## config.mk

```make
export PLATFORM = sky130hd
export DESIGN_NAME = demux1_7_buf_flat
export DESIGN_NICKNAME = d
export VERILOG_FILES = /design/src/rtl/demux1_7_buf_if.sv /design/src/rtl/demux1_7_buf.sv /design/src/flat_wrapper.sv
export SDC_FILE = /design/constraint.sdc
export NUM_CORES = 1
export LEC_CHECK = 0
export ABC_CLOCK_PERIOD_IN_PS = 14600
export CORE_ASPECT_RATIO = 1.1
export CORE_MARGIN = 5
export CORE_UTILIZATION = 50
export DETAILED_ROUTE_END_ITERATION = 6
export PLACE_DENSITY_LB_ADDON = 0.1
export RECOVER_POWER = 100
export SYNTH_ARGS = -nofsm -noshare
export SYNTH_HDL_FRONTEND = slang
export SYNTH_SLANG_ARGS = --single-unit
export TNS_END_PERCENT = 20
```

## constraint.sdc

```tcl
create_clock -name clk -period 14.6 [get_ports clk]
set_input_delay 2.92 -clock clk [delete_from_list [all_inputs] [get_ports clk]]
set_output_delay 2.92 -clock clk [all_outputs]
set_load 0.03 [all_outputs]
```

## src/rtl/demux1_7_buf_if.sv

```systemverilog
`default_nettype none
// ============================================================================
// Module   : demux1_7_buf_if
// Purpose  : Producer/consumer handshake bundle for the 1-to-7 distributor.
// Revision : 1.0
// ============================================================================
interface demux1_7_buf_if #(
    parameter int DATA_W = 32
);
    logic [2:0]          sel_in;
    logic [DATA_W-1:0]   data_in;
    logic                in_valid;
    logic                in_ready;
    logic [7*DATA_W-1:0] data_out;
    logic [6:0]          out_valid;
    logic [6:0]          out_ready;

    modport master (
        output sel_in, data_in, in_valid, out_ready,
        input  in_ready, data_out, out_valid
    );

    modport slave (
        input  sel_in, data_in, in_valid, out_ready,
        output in_ready, data_out, out_valid
    );
endinterface
`default_nettype wire

```

## src/rtl/demux1_7_buf.sv

```systemverilog
`default_nettype none
// ============================================================================
// Module   : demux1_7_buf
// Purpose  : Registered 1-to-7 word distributor, one holding slot per channel.
// Revision : 1.0
// ============================================================================
module demux1_7_buf #(
    parameter int DATA_W = 32,
    parameter int CNT_W  = 16
) (
    input  logic             clk,
    input  logic             reset,
    demux1_7_buf_if.slave    bus,
    output logic             bad_sel_pulse,
    output logic             bad_sel_sticky,
    output logic [CNT_W-1:0] xfer_count
);
    localparam logic [2:0] c_sel_bad = 3'd7;

    typedef enum logic [0:0] {
        EMPTY = 1'b0,
        FULL  = 1'b1
    } state_t;

    state_t              r_state   [7];
    state_t              w_state_nxt [7];
    logic [DATA_W-1:0]   r_data    [7];
    logic [6:0]          w_full;
    logic [6:0]          w_acc;
    logic [6:0]          w_drain;
    logic [7:0]          w_full8;
    logic [7:0]          w_rdy8;
    logic                w_in_ready;
    logic                w_accept;
    logic [2:0]          w_pop;
    logic [7*DATA_W-1:0] w_data_out;

    always_comb begin
        for (int i = 0; i < 7; i++) begin
            w_full[i] = (r_state[i] == FULL);
        end
    end

    // Pad to 8 entries so sel_in==7 indexes a harmless zero instead of out of range.
    assign w_full8    = {1'b0, w_full};
    assign w_rdy8     = {1'b0, bus.out_ready};
    assign w_in_ready = (bus.sel_in == c_sel_bad) | ~w_full8[bus.sel_in] | w_rdy8[bus.sel_in];
    assign w_accept   = bus.in_valid & w_in_ready;
    assign w_drain    = w_full & bus.out_ready;

    always_comb begin
        for (int i = 0; i < 7; i++) begin
            w_acc[i] = w_accept & (bus.sel_in == 3'(i));
        end
    end

    always_ff @(posedge clk or posedge reset) begin
        if (reset) begin
            for (int i = 0; i < 7; i++) begin
                r_state[i] <= EMPTY;
            end
        end else begin
            for (int i = 0; i < 7; i++) begin
                r_state[i] <= w_state_nxt[i];
            end
        end
    end

    // A new word wins over a drain, so drain+fill in one cycle keeps the slot FULL.
    always_comb begin
        for (int i = 0; i < 7; i++) begin
            w_state_nxt[i] = r_state[i];
            case (r_state[i])
                EMPTY:   if (w_acc[i]) w_state_nxt[i] = FULL;
                FULL:    if (!w_acc[i] && w_drain[i]) w_state_nxt[i] = EMPTY;
                default: w_state_nxt[i] = EMPTY;
            endcase
        end
    end

    generate
        for (genvar g = 0; g < 7; g++) begin : g_ch
            always_ff @(posedge clk or posedge reset) begin
                if (reset) begin
                    r_data[g] <= '0;
                end else if (w_acc[g]) begin
                    r_data[g] <= bus.data_in;
                end
            end
        end
    endgenerate

    always_comb begin
        w_data_out = '0;
        for (int i = 0; i < 7; i++) begin
            w_data_out[i*DATA_W +: DATA_W] = r_data[i];
        end
    end

    always_comb begin
        w_pop = '0;
        for (int i = 0; i < 7; i++) begin
            w_pop = w_pop + {2'b00, w_drain[i]};
        end
    end

    always_ff @(posedge clk or posedge reset) begin
        if (reset) begin
            bad_sel_pulse  <= 1'b0;
            bad_sel_sticky <= 1'b0;
            xfer_count     <= '0;
        end else begin
            bad_sel_pulse  <= w_accept & (bus.sel_in == c_sel_bad);
            bad_sel_sticky <= bad_sel_sticky | (w_accept & (bus.sel_in == c_sel_bad));
            xfer_count     <= xfer_count + CNT_W'(w_pop);
        end
    end

    assign bus.in_ready  = w_in_ready;
    assign bus.out_valid = w_full;
    assign bus.data_out  = w_data_out;

endmodule
`default_nettype wire

```

## src/flat_wrapper.sv

```systemverilog
// flat-port wrapper written by rule: the top's interface ports become plain ports
module demux1_7_buf_flat 
#(
    parameter int DATA_W = 32,
    parameter int CNT_W  = 16
)
  (clk, reset, bad_sel_pulse, bad_sel_sticky, xfer_count, bus_sel_in, bus_data_in, bus_in_valid, bus_out_ready, bus_in_ready, bus_data_out, bus_out_valid);
  demux1_7_buf_if #(.DATA_W(DATA_W)) bus_i ();
  input  logic clk;
  input  logic reset;
  output logic bad_sel_pulse;
  output logic bad_sel_sticky;
  output logic [CNT_W-1:0] xfer_count;
  input wire logic [$bits(bus_i.sel_in)-1:0] bus_sel_in;
  input wire logic [$bits(bus_i.data_in)-1:0] bus_data_in;
  input wire logic [$bits(bus_i.in_valid)-1:0] bus_in_valid;
  input wire logic [$bits(bus_i.out_ready)-1:0] bus_out_ready;
  output wire logic [$bits(bus_i.in_ready)-1:0] bus_in_ready;
  output wire logic [$bits(bus_i.data_out)-1:0] bus_data_out;
  output wire logic [$bits(bus_i.out_valid)-1:0] bus_out_valid;
  assign bus_i.sel_in = bus_sel_in;
  assign bus_i.data_in = bus_data_in;
  assign bus_i.in_valid = bus_in_valid;
  assign bus_i.out_ready = bus_out_ready;
  assign bus_in_ready = bus_i.in_ready;
  assign bus_data_out = bus_i.data_out;
  assign bus_out_valid = bus_i.out_valid;
  demux1_7_buf #(.DATA_W(DATA_W), .CNT_W(CNT_W)) u_core (.clk(clk), .reset(reset), .bus(bus_i), .bad_sel_pulse(bad_sel_pulse), .bad_sel_sticky(bad_sel_sticky), .xfer_count(xfer_count));
endmodule
```

## After elaboration in Yosys (flattened, before gate mapping)

Cells that the tools add are included.

| storage, ports and cells | value |
|---|---|
| output and inout bits | 250 |
| register bits | 249 |
| word-level logic and storage cells | 93 |
| bits of input ports | 45 |

| operators by class | value |
|---|---|
| reduce and logical (&&, ||, !) cells | 15 |
| bitwise gates (word level) | 21 |
| eq/ne operators | 7 |
| muxes and demuxes | 25 |
| $lt $le $gt $ge | 1 |
| add/sub/neg operators | 7 |

Operators with widths:

| kind | number |
|---|---|
| adder 16 x 3 -> 16 bit | 1 |
| 2-to-1 mux 1 bit | 16 |
| adder 3 x 1 -> 3 bit | 5 |
| case mux 1 bit (2 select lines) | 7 |
| equality test 3 bit, second input constant | 4 |
| bitwise AND 1 bit | 9 |
| NOT 1 bit | 8 |
| bitwise AND 7 bit | 1 |
| logical AND 1 bit | 7 |
| logical NOT 1 bit | 7 |
| binary-select mux 1 bit (select 3 bit) | 2 |
| equality test 3 x 2 -> 1 bit, second input constant | 2 |
| less-than comparator 3 x 4 -> 1 bit, second input constant | 1 |
| equality test 3 x 1 -> 1 bit, second input constant | 1 |
| logical NOT 3 bit | 1 |
| bitwise OR 1 bit | 3 |
| adder 1 x 1 -> 2 bit | 1 |

## Depth between registers and ports, before layout

| depth | value |
|---|---|
| depth after elaboration | 11 |
| mapped depth | 12 |

## Worst setup path before layout

Ideal clock, no wire load.

| timing | value |
|---|---|
| path type | input to output |
| start | input bus_sel_in[1] |
| end | output bus_in_ready |
| stages | 4 |
| slack | 7.764 ns |
| data arrival time | 3.916 ns |
| buffers on the path | 1 |
| required time | 11.680 ns |
| cell sequence | buf_2 > mux4_2 > nor2_1 > a21oi_1 |

| on the way | value |
|---|---|
| cells in the longest elaborated chain, start to end | 5 |

RTL lines:

| element | RTL line | text |
|---|---|---|
| start: declaration | flat_wrapper.sv:14 | `input wire logic [$bits(bus_i.sel_in)-1:0] bus_sel_in;` |
| binary-select mux 1 bit (select 3 bit) | demux1_7_buf.sv:47 | `assign w_in_ready = (bus.sel_in == c_sel_bad) \| ~w_full8[bus.sel_in] \| w_rdy8[bus.sel_in];` |
| 2-to-1 mux 1 bit (implied by the code) | demux1_7_buf.sv:47 |  |
| NOT 1 bit | demux1_7_buf.sv:47 |  |
| bitwise OR 1 bit | demux1_7_buf.sv:47 |  |
| bitwise OR 1 bit (*) | demux1_7_buf.sv:47 |  |
| end: declaration | flat_wrapper.sv:18 | `output wire logic [$bits(bus_i.in_ready)-1:0] bus_in_ready;` |

Every way passes the cells marked *; elsewhere a longest branch is shown, timed or not. The select of a mux whose other input is x is not followed.

==> flow_summary.toml <==
[outcome]
failing_checks = "max-capacitance violations, max-slew violations"
result_of_the_run = "complete, but fails checks"

[timing]
rsz_0062_raised_after_global_routing = "false"
slew_headroom_pct = -349
worst_hold_margin_ns = 0.463
worst_clk_skew_ns = 0.00711
timing.final.crit_share_pct = 56.4
finalCriticalPeriod_ns = 8.23
setup-tns-final_ns = 0
max_freq_mhz = 122
setup_viol_count_final = 0
worst_pin_slew_ns = 6.70
final_hold_viol_count = 0
timing.final.max_slew_violations = 379

[placed_design]
gp_congestion = 0.830
io_buffers = 294
dp_hpwl_mm = 17.5

[drt]
initialDrtViolationCount = 256
drt-wirelength-per-cell_um = 22.1
ant_nets = 0
detail_route.vias_per_cell = 5.27
drtPass1Iterations = 4
routed-via-count = 6112
drc_errors = 0
routed_wl_mm = 25.6

[global_route]
track_usage_pct = 22.5
grt.overflow.total = 0
grt_max_degree = 157
first_global_vias = 6871
antenna_found_initial = 0
grt_pass1_wl_mm = 39.7

[logic_synthesis]
synthMostInstantiatedCell = "sky130_fd_sc_hd__dfrtp_1"
async_flop_share_pct = 100
ys_top_cells_by_count = "249 x sky130_fd_sc_hd__dfrtp_1, 159 x sky130_fd_sc_hd__mux2_2, 37 x sky130_fd_sc_hd__mux2_1"
syn-mean-instance-area_um2 = 16.7
ys_seq_elements = 249
synth.largest_area_cell = "sky130_fd_sc_hd__dfrtp_1"
synth_fp_nets = 646
count_of_flip_flops_with_a_built_in_enable_after_synthesis = 0
yosysSeqAreaShare_pct = 63.3
postSynthCellCount = 591
syn_area_um2 = 9850
unique_masters_post_synth = 35
synth_flop_cell = "sky130_fd_sc_hd__dfrtp_1"
synth_top_area_share_pct = 63.3
post_synth_main_area_contributors = "sky130_fd_sc_hd__dfrtp_1 63%, sky130_fd_sc_hd__mux2_2 18%, sky130_fd_sc_hd__mux2_4 4.4%"
ys.warnings.count = 0

[pwr]
total_leakage_power_nw = 6.10
total_switching_power_w = 0.000806
peak_ir_drop_on_the_vdd_network_mv = 0.107
seq_power_share_pct = 39.2
internal-power_w = 0.00154
share_clk_of_total_power_pct = 27.5
power_density_nw_per_um2 = 172
pwr-share-comb_pct = 33.3
switching_share_pct = 34.4

[clock_network]
post_cts.resized_instances = 0
cts-htree-levels = 1
cts_made_buffers = 26
cts.sink_count = 249
cts.hold.buffers_added = 0
ctsLongestPathBuffers = 3
root_buffer = "sky130_fd_sc_hd__clkbuf_16"
clock_latency_ns = 0.51
cts_setup_buffers = 0
worst_setup_hold_path_clk_slew_ns = 0.05
cts_tree = "done"

[floorplan]
core_area_um2 = 19200
chipWidth_um = 144
die-height_um = 157
initial_standard_cell_utilization_of_the_core_pct = 51.2
die-area_um2 = 22600
fp-row-count = 53
io-pin-count = 295

[setup_path]
path_delay_family = "buffers and inverters"
r2r_slack_ns = 10.57
critical_path.cell_chain = "dlygate4sd3_1 -> clkinvlp_2 -> buf_4"
critical_path_peak_fanout = 156
timing.critical_path.required_ns = 15.04
worst_setup_path_start_kind = "input port"
path_buf_inv = 3
worstSetupEndpointType = "asynchronous set/reset pin"
arrival_ns = 8.67
crit_path_max_incr_delay_ns = 3.71
crit_path_top_delay_cell = "sky130_fd_sc_hd__clkinvlp_2"
setup.worst_path.class = "in2async"

[job]
maxCapViolations = 8

[cells_and_area]
syn2layout_area_growth_pct = 38.1
multi_input_area_um2 = 3230
insertedDiodeCount = 0
finish.utilization_pct = 70.7
ff_latch_area_um2 = 6230
drive_gt1_share_pct = 22.6
design.final.nets = 950
nFillCells = 1351

[min_path]
kind_of_path_behind_the_tightest_hold_check = "reg2reg"
-- state kept, by name, indices dropped and copies added (netlist names) --
| signal | cells |
|---|---|
| u_core.bus.data_out | 224 |
| u_core.xfer_count | 16 |
| u_core.bus.out_valid | 7 |
| u_core.bad_sel_pulse | 1 |
| u_core.bad_sel_sticky | 1 |
-- final timing paths --
| check | cells past startpoint | start | end |
|---|---|---|---|
| min | 1 | u_core.bad_sel_sticky | u_core.bad_sel_sticky |
| max reg2reg | 11 | u_core.bus.out_valid[0] | u_core.xfer_count[8] |
| min reg2reg | 1 | u_core.bad_sel_sticky | u_core.bad_sel_sticky |
| min in group asynchronous | 2 | reset | u_core.bus.data_out[113] |
| max | 3 | reset | u_core.bus.data_out[93] |
| max in group clk | 6 | bus_out_ready[1] | bus_in_ready |
-- cell type report --
cell class                 instances  share of cell area [%]
sequential                       249                    45.8
timing repair buffer             301                    21.9
tap                              247                    2.27
multi-input combinational        314                    23.7
clock buffer                      41                    5.87
inverter                           3                  0.0920
clock inverter                     4                   0.377
-- placed cells by master (no fill, tap or decap), drive strengths merged, types with 2 or more instances in the layout --
cell type and count:
a21o 2, a21oi 2, and2 9, and4 4
clkbuf 47, clkdlybuf4s50 40, clkinv 2, clkinvlp 2
dfrtp 249, dlygate4sd3 254, fa 4, ha 6
inv 2, mux2 225, nand2 12, nand2b 8
nand3 8, nand4 3, nor2 5, nor2b 3
o21ai 2, xnor2 11, xor2 4
-- power groups by stage --
stage	Sequential [W]	Combinational, W	Clock (W)
after floorplan	0.00123	0.000168	0
after global placement	0.000928	0.000844	0
after detailed placement	0.000939	0.000858	0
after CTS	0.000930	0.000861	0.000658
after global routing	0.000940	0.000820	0.000689
final	0.000920	0.000780	0.000646
-- metal layers --
layer,global-route usage [%],vias to the layer above,wire length (um)
met5,0,-,0
met3,7.41,49,2320
li1,-,2696,-
met4,6.77,0,708
met2,39.0,237,13000
met1,26.7,3130,9590
-- through the flow --
| stage | area [um2] | power [W] | cells | setup WS [ns] |
|---|---|---|---|---|
| floorplan | 9850 | 0.00139 | 591 | 4.84 |
| global placement | 12900 | 0.00177 | 1114 | 6.79 |
| detailed placement | 12900 | 0.00180 | 1114 | 6.76 |
| CTS | 13800 | 0.00245 | 1159 | 6.75 |
| global route | 13600 | 0.00245 | 1159 | 5.15 |
| finish | 13600 | 0.00235 | 1159 | 6.37 |
-- cells by family after synthesis --
group                    after synthesis  synth area share (%)
adder cells (fa/ha/maj)               10                  1.58
multiplexers                         226                  27.1
flip-flops                           249                  63.3
AND/OR/NAND/NOR                       54                  3.51
AO/OA/AOI/OAI                          9                 0.572
XOR/XNOR                              15                  1.33
buffers and inverters                 28                  2.71
No activity file was read; power rests on OpenSTA's default activity.
==> RTL change 1 (config.mk and constraints unchanged) <==
Make the reset (`reset`) synchronous in 3 clocked blocks.
--- a/src/rtl/demux1_7_buf.sv
+++ b/src/rtl/demux1_7_buf.sv
@@ -55,5 +55,5 @@
     end
 
-    always_ff @(posedge clk or posedge reset) begin
+    always_ff @(posedge clk) begin
         if (reset) begin
             for (int i = 0; i < 7; i++) begin
@@ -81,5 +81,5 @@
     generate
         for (genvar g = 0; g < 7; g++) begin : g_ch
-            always_ff @(posedge clk or posedge reset) begin
+            always_ff @(posedge clk) begin
                 if (reset) begin
                     r_data[g] <= '0;
@@ -105,5 +105,5 @@
     end
 
-    always_ff @(posedge clk or posedge reset) begin
+    always_ff @(posedge clk) begin
         if (reset) begin
             bad_sel_pulse  <= 1'b0;
Check against the original RTL: differs if reset is asserted again (counterexample within 4 cycles, from zero or initial values and one cycle with reset high); with reset held inactive, the same outputs for 4 cycles.
==> RTL change 1 against the original RTL <==
The flow still finishes with violations (capacitance limit, slew limit). Final area down 3.0%. Synthesized area decreased by 5.5%. Sequential share of layout area increased by 9.0 points. Sequential cell count is the same. Worst setup slack gained 200 ps. Cell count grew 4.9%. Routed wire length is 1.5% higher. Largest cell class unchanged.
Power is not compared: it rests on default switching activity, and its combinational part moved more than twofold at a synthesized area within 25%.
==> RTL change 1: results (changes against the original RTL) <==
Run status
  • Run status: finished, violations left
  • Failing checks: capacitance limit, slew limit

Global routing
  • GR Layer Usage met1: 28.31% (+1.6 points)
  • GR Util met3: 7.313% (-0.10 points)
  • Gr usage total: 23.54% (+1.0 points)
  • Largest net degree at the start of global routing: 65 (-59%)
  • Grt met2 use: 41.46% (+2.5 points)
  • Vias in the first global route: 6542 (-4.8%)
  • First-pass GRT wire length: 38810 um (-2.3%)

Worst setup path
  • R2r setup slk: 10280 ps (-290 ps)
  • CP Max Fanout: 11 (-93%)
  • Max stage delay on crit path: 770 ps (-2940 ps)
  • CP max-delay cell: dlygate4sd3_1
  • RR Startpoint: u_core.r_state[0]
  • Critical path startpoint: bus_sel_in[1]
  • CP endpoint: bus_in_ready
  • Critical Path AT: 5110 ps (-3560 ps)
  • Cells on worst reg2reg path: 12 (+1)
  • Reg-to-Reg End: u_core.xfer_count[14]

Synthesis
  • Synth area leaders: edfxtp_1, nor2_1, dfxtp_1
  • Mean Syn Cell Area: 13.85 sq um (-17%)
  • Register area share after synthesis: 77.63% (+14 points)
  • Post-Syn Area: 9309 sq um (-5.5%)
  • Yosys top cell area share: 72.26% (+9.0 points)
  • Commonest cells post-synth: nor2_1, edfxtp_1, nand2b_1, clkbuf_1, dfxtp_1
  • EDFF count, synth: 224 (+224)
  • Async SR Flop Fraction: 0% (-100 points)
  • Syn_nets: 727 (+13%)
  • Synth unique cells: 39 (+11%)
  • Most used DFF post-synth: edfxtp_1

Cells and area
  • # nets final: 1010 (+6.3%)
  • Largest registers: u_core.r_data: 224 flops, u_core.xfer_count: 16 flops, u_core.r_state: 7 flops
  • Final-layout fill cell count: 1231 (-8.9%)
  • Share of layout cells above drive strength 1: 4.728% (-18 points)

CTS
  • Post-CTS setup buffers: 0 (unchanged)
  • Clock Pin Slew Worst Setup and Hold Paths: 70 ps (+20 ps)
  • CTS buffer count: 24 (-7.7%)
  • Clock root buffer: clkbuf_16

Place
  • Cells after DPL: 1172 (+5.2%)
  • Post-DP HPWL: 17220 um (-1.6%)
  • Placer Congestion: 0.8391 (+1.0%)
  • Dpl ws: 6699 ps (-60.30 ps)
  • Placed cell areas: 12430 sq um (-3.8%)

Hold path
  • Worst hold stages: 2 (+1)
  • Worst hold endpoint: u_core.bad_sel_sticky
  • Hold path startpoint: u_core.bad_sel_sticky

Route
  • DR pass1 iterations: 5 (+1)
  • Vias: 6262 (+2.5%)
  • Initial drt markers: 453 (+77%)
  • Routed WL: 25990 um (+1.5%)
  • DR vias/cell: 5.150 (-2.3%)

STA
  • WHS: 457.7 ps (-5.792 ps)
  • Slew Viols, Final: 471 (+24%)
  • Clock skew: 9.000 ps (+1.890 ps)
  • Tmin final: 8030 ps (-199.9 ps)
  • Slew headroom: -31.18% (+320 points)

Power
  • Pleak: between 4 and 5 nW

Job
  • Max Cap Violations: 14 (+6)
[RTL change 1: cell types whose count changed after synthesis, sizes merged, moves of 6 or more]
cell	unedited run	this run
edfxtp	0	224
clkbuf	0	30
buf	25	11
or3	0	6
a21oi	2	16
mux2	225	1
xnor2	11	3
nand2	12	5
dfxtp	0	25
nor2	5	235
nand2b	8	50
dfrtp	249	0
[RTL change 1: cells by family (layout without fill, tap and decap cells)]
logic type	after synthesis	count (layout)	share of synthesized area, %
and+or+nand+nor	326	326	15.50
xor gates and xnor gates	6	6	0.5646
muxes	2	2	0.3629
DFF	249	249	77.63
AOI/OAI and AO/OA	31	31	1.976
adders and majority gates	10	10	1.667
buffers and inverters	48	349	2.298
[RTL change 1: layout make-up]
| type | instances | area (sq um) | share of cell area [%] |
|---|---|---|---|
| Tap cell | 243 | 304.0 | 2.304 |
| Timing Repair Buffer | 298 | 2957 | 22.40 |
| Clock inverter | 14 | 175.2 | 1.327 |
| Clock buffer | 30 | 644.4 | 4.883 |
| Sequential cell | 249 | 7227 | 54.76 |
| Inverter | 7 | 26.28 | 0.1991 |
| Multi-Input combinational cell | 375 | 1863 | 14.12 |
[RTL change 1: layer usage]
metal / vias up / share of wire [%]
met5: - / 0
met4: 0 / 2.0
met3: 34 / 9.9
met2: 296 / 51
met1: 3057 / 37
li1: 2875 / -
[RTL change 1: where the power goes]
| part | switching [W] | total [W] | internal [W] |
|---|---|---|---|
| sequential | 0.0000122 | 0.000834 | 0.000821 |
| combinational | 0.000152 | 0.000223 | 0.0000711 |
| clock | 0.000258 | 0.000643 | 0.000385 |
[RTL change 1: worst register-to-register path, delay by kind of cell, from the launching register on]
kind	cells	cell delay [ps]
AOI/OAI and AO/OA	2	440
buffers and inverters	1	70
DFF	1	320
adders and majority gates	6	2460
and+or+nand+nor	3	960
==> RTL change 2 (config.mk and constraints unchanged) <==
Made on the original files. `DATA_W` is set to 32 in 3 places; all go to 64.
--- a/src/rtl/demux1_7_buf_if.sv
+++ b/src/rtl/demux1_7_buf_if.sv
@@ -6,5 +6,5 @@
 // ============================================================================
 interface demux1_7_buf_if #(
-    parameter int DATA_W = 32
+    parameter int DATA_W = 64
 );
     logic [2:0]          sel_in;
--- a/src/rtl/demux1_7_buf.sv
+++ b/src/rtl/demux1_7_buf.sv
@@ -6,5 +6,5 @@
 // ============================================================================
 module demux1_7_buf #(
-    parameter int DATA_W = 32,
+    parameter int DATA_W = 64,
     parameter int CNT_W  = 16
 ) (
--- a/src/flat_wrapper.sv
+++ b/src/flat_wrapper.sv
@@ -2,5 +2,5 @@
 module demux1_7_buf_flat 
 #(
-    parameter int DATA_W = 32,
+    parameter int DATA_W = 64,
     parameter int CNT_W  = 16
 )
Interface: changed (resized bus_data_in and bus_data_out); port bits go from 295 to 551. The function was not compared with the original's and may differ.
==> RTL change 2 against the original RTL <==
The run still ends with capacitance limit, slew limit left. Final area up 86%. Largest cell class unchanged. Critical path depth increased by 1. Worst setup slack better by 86 ps. Die area rose by 76%. Global-route usage up 3.5 points. Synthesized area is 82% higher. Non-clock buffer count up 263. Largest power group unchanged. Sequential cell count is 224 higher. Routed wire length is 110% higher. Power increased by 91%.
==> RTL change 2: results (changes against the original RTL) <==
Synthesis
  • Synth warn: 0 (unchanged)
  • Register area share after synthesis: 65.99% (+2.7 points)
  • Most used DFF post-synth: dfrtp_1
  • Synth area leaders: dfrtp_1, mux2_2, buf_4
  • Commonest cells post-synth: dfrtp_1, mux2_2, buf_4, buf_2, nand2_1
  • Synth unique cells: 32 (-8.6%)
  • Syn Inst Count: 1062 (+80%)

Place
  • Placer Congestion: 0.9522 (+15%)
  • IO Port Bufs: 550 (+87%)
  • Post-DP HPWL: 37110 um (+110%)
  • Dpl ws: 6875 ps (+115.5 ps)
  • Cells after DPL: 2059 (+85%)
  • Placed cell areas: 23870 sq um (+85%)

STA
  • Slew Viols, Final: 615 (+62%)
  • Clock skew: 17.70 ps (+10.59 ps)
  • Slew of the pin with the lowest slew margin: 4244 ps (-2455 ps)

Hold path
  • Worst min path class: register to register

Power
  • Pleak: 11.22 nW (+84%)
  • Peak VDD IR: 0.1264 mV (+18%)

Cells and area
  • Number of flip-flops under the largest register name: 448 (+100%)
  • # nets final: 1714 (+80%)
  • Share of layout cells above drive strength 1: 31.03% (+8.4 points)

Run status
  • Run status: finished, violations left
  • Failing checks: capacitance limit, slew limit

CTS
  • Clock latency on the worst-skew pair: 550 ps (+40 ps)
  • H-tree depth: 2 (+1)
  • Post-CTS setup buffers: 0 (unchanged)
  • Clock root buffer: clkbuf_16
  • Post-CTS Resized: 0 (unchanged)
  • CTS buffer count: 47 (+81%)
  • CTS Hold Bufs: 0 (unchanged)

Route
  • Initial drt markers: 502 (+96%)
  • Vias: 11267 (+84%)
  • WL/cell: 24.54 um (+11%)
  • Routed WL: 52670 um (+110%)

Worst setup path
  • CP Max Fanout: 191 (+22%)
  • Max stage delay on crit path: 3010 ps (-700 ps)
  • CP max-delay cell: clkbuf_1
  • Critical Path AT: 7800 ps (-870 ps)

Global routing
  • Largest net degree at the start of global routing: 192 (+22%)
  • Vias in the first global route: 11987 (+74%)
  • Gr usage total: 26.00% (+3.5 points)
  • First-pass GRT wire length: 78870 um (+99%)
  • Initial antenna violation count: 3 (+3)

Job
  • Max Cap Violations: 13 (+5)
RTL change 2: cell families after synthesis:
logic type,share of synthesized area [%]
multiplexers,28.32
adder cells (fa/ha/maj),0.8650
flip-flops,65.99
buffers and inverters,1.974
AO/OA/AOI/OAI,0.3140
AND/OR/NAND/NOR,1.807
XOR/XNOR,0.7324
RTL change 2: final cells by class:
class / count / area [sq um]
antenna: 2 / 5.005
tap: 481 / 601.8
fill: 2404 / 10000
inverter: 3 / 12.51
timing repair buffer: 564 / 5578
clock buffer: 74 / 1430
multi-input combinational: 538 / 5738
sequential: 473 / 11840
clock inverter: 11 / 107.6
RTL change 2: final timing paths:
check                                             start  slack (ps)                  endpoint  cells past startpoint
worst max-delay path                              reset        6460  u_core.bus.data_out[212]                      4
worst min-delay path              u_core.xfer_count[15]         470     u_core.xfer_count[15]                      1
worst max register to register  u_core.bus.out_valid[2]        9700  u_core.bus.data_out[159]                      5
worst min register to register    u_core.xfer_count[15]         470     u_core.xfer_count[15]                      1
max in group clk                          bus_sel_in[0]        6710              bus_in_ready                      5
min in group asynchronous                         reset        2850  u_core.bus.data_out[234]                      2
RTL change 2: metal layers:
layer / track usage [%] / share of wire, % / up-vias
met5: 0 / 0.025 / -
met4: 11.12 / 4.7 / 2
met3: 10.65 / 9.8 / 114
met2: 43.26 / 50 / 435
met1: 29.70 / 36 / 5803
li1: - / - / 4913
RTL change 2: where the power goes:
part	total (W)	switching [W]	internal, W
sequential	0.00175	0.000145	0.00160
clock	0.00119	0.000481	0.000706
combinational	0.00155	0.000943	0.000610
